`src/rtl/ddr_to_cpu_handshake_tx.sv`:
```
// Transmit side of the clk_ddr -> CPU return path: single-cycle events are queued in a small
// FIFO and sent one word at a time over a 4-phase req/ack handshake with a synchronized ack.
module ddr_to_cpu_handshake_tx #(
    parameter int DATA_W      = 8,
    parameter int FIFO_AW     = 2,
    parameter int SYNC_STAGES = 2,
    parameter int TIMEOUT_CYC = 1024
) (
    input  logic              clk_ddr,
    input  logic              rst,
    input  logic              ev_valid,
    input  logic [DATA_W-1:0] ev_data,
    output logic              ev_ready,
    output logic              req_out,
    output logic [DATA_W-1:0] data_out,
    input  logic              ack_in,
    output logic              busy,
    output logic              overflow,
    output logic              timeout_err,
    input  logic              clr_err
);

    localparam int DEPTH = 1 << FIFO_AW;
    localparam int CNT_W = (TIMEOUT_CYC > 1) ? $clog2(TIMEOUT_CYC + 1) : 1;
    localparam logic [CNT_W-1:0] CNT_SAT  = CNT_W'(TIMEOUT_CYC);
    localparam logic [CNT_W-1:0] CNT_LAST = CNT_W'(TIMEOUT_CYC - 1);

    typedef enum logic [1:0] {
        ST_IDLE    = 2'd0,
        ST_REQ     = 2'd1,
        ST_ACK_LOW = 2'd2
    } state_t;

    state_t state_q;
    state_t state_d;

    logic [SYNC_STAGES-1:0] ack_meta;
    logic                   ack_sync;

    logic [DATA_W-1:0] mem [DEPTH];
    logic [FIFO_AW:0]  wr_ptr;
    logic [FIFO_AW:0]  rd_ptr;
    logic              empty;
    logic              full;
    logic              push;
    logic              pop;

    logic [CNT_W-1:0]  cnt_q;
    logic [CNT_W-1:0]  cnt_d;
    logic              phase_stay;
    logic              tmo_set;
    logic              ovf_set;

    // ------------------------------------------------------------------
    // ack_in synchronizer
    // ------------------------------------------------------------------
    // NOTE: every clocked process uses non-blocking assignments so all flops
    // sample pre-edge values; blocking here would collapse the sync chain.
    always_ff @(posedge clk_ddr) begin
        if (rst) begin
            ack_meta <= '0;
        end else begin
            ack_meta <= {ack_meta[SYNC_STAGES-2:0], ack_in};
        end
    end

    assign ack_sync = ack_meta[SYNC_STAGES-1];

    // ------------------------------------------------------------------
    // Event FIFO: extra pointer bit tells full from empty
    // ------------------------------------------------------------------
    assign empty    = (wr_ptr == rd_ptr);
    assign full     = (wr_ptr[FIFO_AW] != rd_ptr[FIFO_AW]) &&
                      (wr_ptr[FIFO_AW-1:0] == rd_ptr[FIFO_AW-1:0]);
    assign ev_ready = !full;
    assign push     = ev_valid && !full;
    assign ovf_set  = ev_valid && full;

    // NOTE: storage is not reset; the pointers alone define which entries are
    // valid, so resetting the array would only cost reset routing.
    always_ff @(posedge clk_ddr) begin
        if (push) begin
            mem[wr_ptr[FIFO_AW-1:0]] <= ev_data;
        end
    end

    always_ff @(posedge clk_ddr) begin
        if (rst) begin
            wr_ptr <= '0;
            rd_ptr <= '0;
        end else begin
            if (push) begin
                wr_ptr <= wr_ptr + 1'b1;
            end
            if (pop) begin
                rd_ptr <= rd_ptr + 1'b1;
            end
        end
    end

    // ------------------------------------------------------------------
    // Handshake FSM: state register
    // ------------------------------------------------------------------
    always_ff @(posedge clk_ddr) begin
        if (rst) begin
            state_q <= ST_IDLE;
        end else begin
            state_q <= state_d;
        end
    end

    // Next-state logic
    // NOTE: each always_comb output gets a default first so no path can
    // leave it unassigned and infer a latch.
    always_comb begin
        state_d = state_q;
        case (state_q)
            ST_IDLE: begin
                if (!empty) begin
                    state_d = ST_REQ;
                end
            end
            ST_REQ: begin
                if (ack_sync) begin
                    state_d = ST_ACK_LOW;
                end
            end
            ST_ACK_LOW: begin
                if (!ack_sync) begin
                    state_d = ST_IDLE;
                end
            end
            default: state_d = ST_IDLE;
        endcase
    end

    // Output / control logic
    always_comb begin
        pop        = (state_q == ST_IDLE) && !empty;
        phase_stay = (state_q != ST_IDLE) && (state_d == state_q);
        cnt_d      = cnt_q;
        if (state_d != state_q) begin
            cnt_d = '0;
        end else if (phase_stay && (cnt_q != CNT_SAT)) begin
            cnt_d = cnt_q + 1'b1;
        end
        // Flag on the edge where the phase has lasted TIMEOUT_CYC cycles.
        tmo_set = (TIMEOUT_CYC != 0) && phase_stay && (cnt_q == CNT_LAST);
    end

    // ------------------------------------------------------------------
    // Registered outputs, phase counter and sticky error flags
    // ------------------------------------------------------------------
    always_ff @(posedge clk_ddr) begin
        if (rst) begin
            req_out     <= 1'b0;
            data_out    <= '0;
            cnt_q       <= '0;
            overflow    <= 1'b0;
            timeout_err <= 1'b0;
        end else begin
            req_out <= (state_d == ST_REQ);
            if (pop) begin
                data_out <= mem[rd_ptr[FIFO_AW-1:0]];
            end
            cnt_q       <= cnt_d;
            // A new error in the clearing cycle wins over clr_err.
            overflow    <= ovf_set || (overflow && !clr_err);
            timeout_err <= tmo_set || (timeout_err && !clr_err);
        end
    end

    assign busy = !empty || (state_q != ST_IDLE);

endmodule

```
`config.mk`:
```
export PLATFORM = sky130hd
export DESIGN_NAME = ddr_to_cpu_handshake_tx
export DESIGN_NICKNAME = d
export VERILOG_FILES = /design/src/rtl/ddr_to_cpu_handshake_tx.sv
export SDC_FILE = /design/constraint.sdc
export NUM_CORES = 1
export LEC_CHECK = 0
export CORE_ASPECT_RATIO = 0.8
export CORE_MARGIN = 1
export CORE_UTILIZATION = 39
export CTS_BUF_LIST = sky130_fd_sc_hd__clkbuf_2
export DETAILED_ROUTE_END_ITERATION = 12
export GPL_ROUTABILITY_DRIVEN = 0
export PLACE_DENSITY = 0.62
export REMOVE_ABC_BUFFERS = 1
export SLEW_MARGIN = 10
export SYNTH_ARGS = -nofsm -noshare
export SYNTH_HDL_FRONTEND = slang
export SYNTH_SLANG_ARGS = --single-unit
export TNS_END_PERCENT = 30
```
`constraint.sdc`:
```
create_clock -name clk_ddr -period 2.86 [get_ports clk_ddr]
set_input_delay 0.858 -clock clk_ddr [delete_from_list [all_inputs] [get_ports clk_ddr]]
set_output_delay 0.858 -clock clk_ddr [all_outputs]
set_load 0.02 [all_outputs]
```
==> out/results.ini <==
[clock_tree]
clock_latency_ps = 500
clockBufferDepth = 2
clk_pin_slew_ps = 190
root_buffer = clkbuf_2
clkSinkCount = 64
cts_setup_buffers = 0
cts_tree = built
numCtsBuffers = 9
h-tree-depth = 3
cts_hold_buf = 0

[cells_and_area]
finalInstanceArea_sq_um = 3230
area_delta_synth_final_pct = 20.0
drive_above_1_share_pct = 17.7
finalNetCount = 263
diodes = 0
final_cells = 332

[power_and_ir_drop]
vdd_drop_max_mv = 0.334
power_density_nw_per_um2 = 775
p_total_mw = 2.50
p_leak_nw = 1.11

[placed_design]
placedCellCount = 316
portBuffers = 25
dp_hpwl_mm = 3.31
dpl-instance-area_sq_um = 3050

[min_path]
min_path_cells = 1
hp-class = reg -> reg
whs_endpoint = ack_meta[1]$_SDFF_PP0_
worstHoldStart = ack_meta[0]$_SDFF_PP0_

[timing]
timing.final.max_slew_violations = 0
fmax_ghz = 0.390
min_period_ps = 2570
period_share_pct = 89.7
clock_skew_ps = 23.3
rsz0062_at_grt = no
tns_ps = 0
hold_violations = 0
setup_viol = 0
hold_slack_ps = 485
worstMarginPinSlew_ps = 514
slew_headroom_pct = 65.3

[die]
initial_utilization_pct = 41.3
fp.dieW_um = 94.8
coreArea_sq_um = 6510
die_h_um = 76.3
die_area_sq_um = 7230
core.rowCount = 26
pin_count = 26

[global_route]
grt_usage_pct = 15.5
grt_antenna_before_repair = 0
grt_overflow_total = 0
grt_start_max_net_pins = 13
grt_pass1_wl_mm = 8.25
grt_pass1_vias = 1713

[worst_setup_path]
cp_slowest_cell = dfxtp_2
worst-r2r-setup-slack_ps = 990
cp_cell_sequence = xor2_2 > nor3_1 > nand2_1 > dlygate4sd2_1
critical_path.max_stage_delay_ps = 400
reg2reg_depth = 4
required_ps = 2000
critPathCaptureType = primary output
worst_r2r_endpoint = mem[3][3]$_DFFE_PP_
cp_max_fo = 4
arrival_ps = 1710
start_kind = register
crit_type = reg -> out
rr_startpoint = rd_ptr[1]$_SDFFE_PP0P_

[routing]
vias_per_cell = 4.96
drt_iter0_drc = 89
totalWireLength_mm = 4.88
vias = 1648
wl_per_cell_um = 14.7
antenna_left = 0
drc = 0
dr.pass1.iters = 4

[job]
maxCapViolations = 0

[synthesis]
synthesis.area_sq_um = 2690
synthCells = 208
syn_avg_cell_area_sq_um = 12.9
yosysSeqAreaShare_pct = 59.6
ys_ff_latch = 64
synth_flop_cell = edfxtp_1
synth-async-reset-ratio_pct = 0
yosys_warnings = 0
synth_edf_count = 32
ys_types = 39

[run_status]
status = finished clean

==> Yosys cell counts, drive strengths merged (2+ instances only) <==
cell type	number	area, sq um
a211oi	6	45.0
a21oi	8	43.8
and2	3	18.8
buf	6	41.3
clkbuf	2	7.51
dfxtp	32	641
edfxtp	32	961
ha	7	87.6
inv	12	45.0
mux2i	10	100
mux4	8	180
nand2	6	22.5
nand3	3	15.0
nand4	2	12.5
nor2	24	90.1
nor2b	4	25.0
nor3	4	20.0
nor3b	2	15.0
nor4b	2	17.5
o21ai	2	10.0
o31ai	4	30.0
or3	2	12.5
xnor2	10	87.6
xor2	5	43.8
==> how the worst max path moves through the flow <==
stage | end | startpoint | cells past startpoint
after floorplan | data_out[0]$_SDFFE_PP0P_ | rd_ptr[0]$_SDFFE_PP0P_ | 4
after global placement | ev_ready | wr_ptr[0]$_SDFFE_PP0P_ | 4
after detailed placement | ev_ready | wr_ptr[0]$_SDFFE_PP0P_ | 4
after CTS | ev_ready | wr_ptr[0]$_SDFFE_PP0P_ | 4
after global routing | busy | rd_ptr[2]$_SDFFE_PP0P_ | 4
final | busy | rd_ptr[2]$_SDFFE_PP0P_ | 4
==> worst max-delay path, delay by kind of cell (launching register included) <==
kind	cells	cell delay (ps)
xor gates and xnor gates	1	200
buffers and inverters	1	330
DFF	1	400
and+or+nand+nor	2	290
==> state kept, by name, indices dropped and copies added (netlist names) <==
name	flops
req_out	1
wr_ptr	3
mem	32
timeout_err	1
ack_meta	2
overflow	1
rd_ptr	3
cnt_q	11
state_q	2
data_out	8
==> layout make-up <==
type                    count  area, sq um
fillers                   587         3280
flip-flops and latches     64         1610
multi-input cells         124         1040
repair buffers             32          304
well taps                  84          105
clock inverters             7         72.6
clock buffers               9         45.0
inverters                  12         45.0
==> kinds of logic after synthesis <==
group           Yosys count  share of synthesized area [%]
compound gates           26                           7.35
xor+xnor                 15                           4.89
fa+ha+maj                 7                           3.26
buf+inv                  20                           3.49
flops                    64                           59.6
mux                      18                           10.4
simple gates             58                           11.0
==> repair_timing <==
| action | CTS | global route |
|---|---|---|
| pin swaps | 0 | 1 |
| resized for setup | 11 | 3 |
| setup endpoints to repair | 2 | 1 |
==> per-stage QoR <==
step	setup slack, ps	util (%)
floorplan	272	-
global placement	362	46.9
detailed placement	318	46.9
CTS	14.6	49.4
global route	155	49.6
finish	294	49.6
==> report_power, final <==
| part | internal [mW] | switching, mW |
|---|---|---|
| Sequential | 1.07 | 0.0672 |
| Clock | 0.201 | 0.346 |
| Combinational | 0.387 | 0.428 |
| Total | 1.66 | 0.842 |
==> cells in the final DEF (no fill, tap or decap), types with 2 or more instances in the layout <==
cell type and count:
a211oi_1 6, xor2_1 2, clkdlybuf4s50_1 23, buf_4 7, xnor2_1 9, clkinvlp_4 2
mux2i_1 10, clkinv_2 2, and2_1 3, ha_1 7, nor3b_1 2, mux4_2 8
clkbuf_2 9, nand2_1 6, nor4b_1 2, nor2b_1 4, or3_1 2, dfxtp_2 4
xor2_2 2, nand3_1 3, nor3_1 3, a21oi_1 7, edfxtp_1 32, nand4_1 2
nor2_1 24, o31ai_1 3, dfxtp_1 27, o21ai_0 2, clkinv_4 2, inv_1 12
==> layer usage <==
layer	share of wire [%]	vias to the layer above	GRT usage [%]
met5	0	-	0
met4	1.9	0	7.58
met3	4.7	9	5.59
met2	42	32	21.5
met1	51	782	21.4
li1	-	825	-
(Power assumes the default switching activity.)
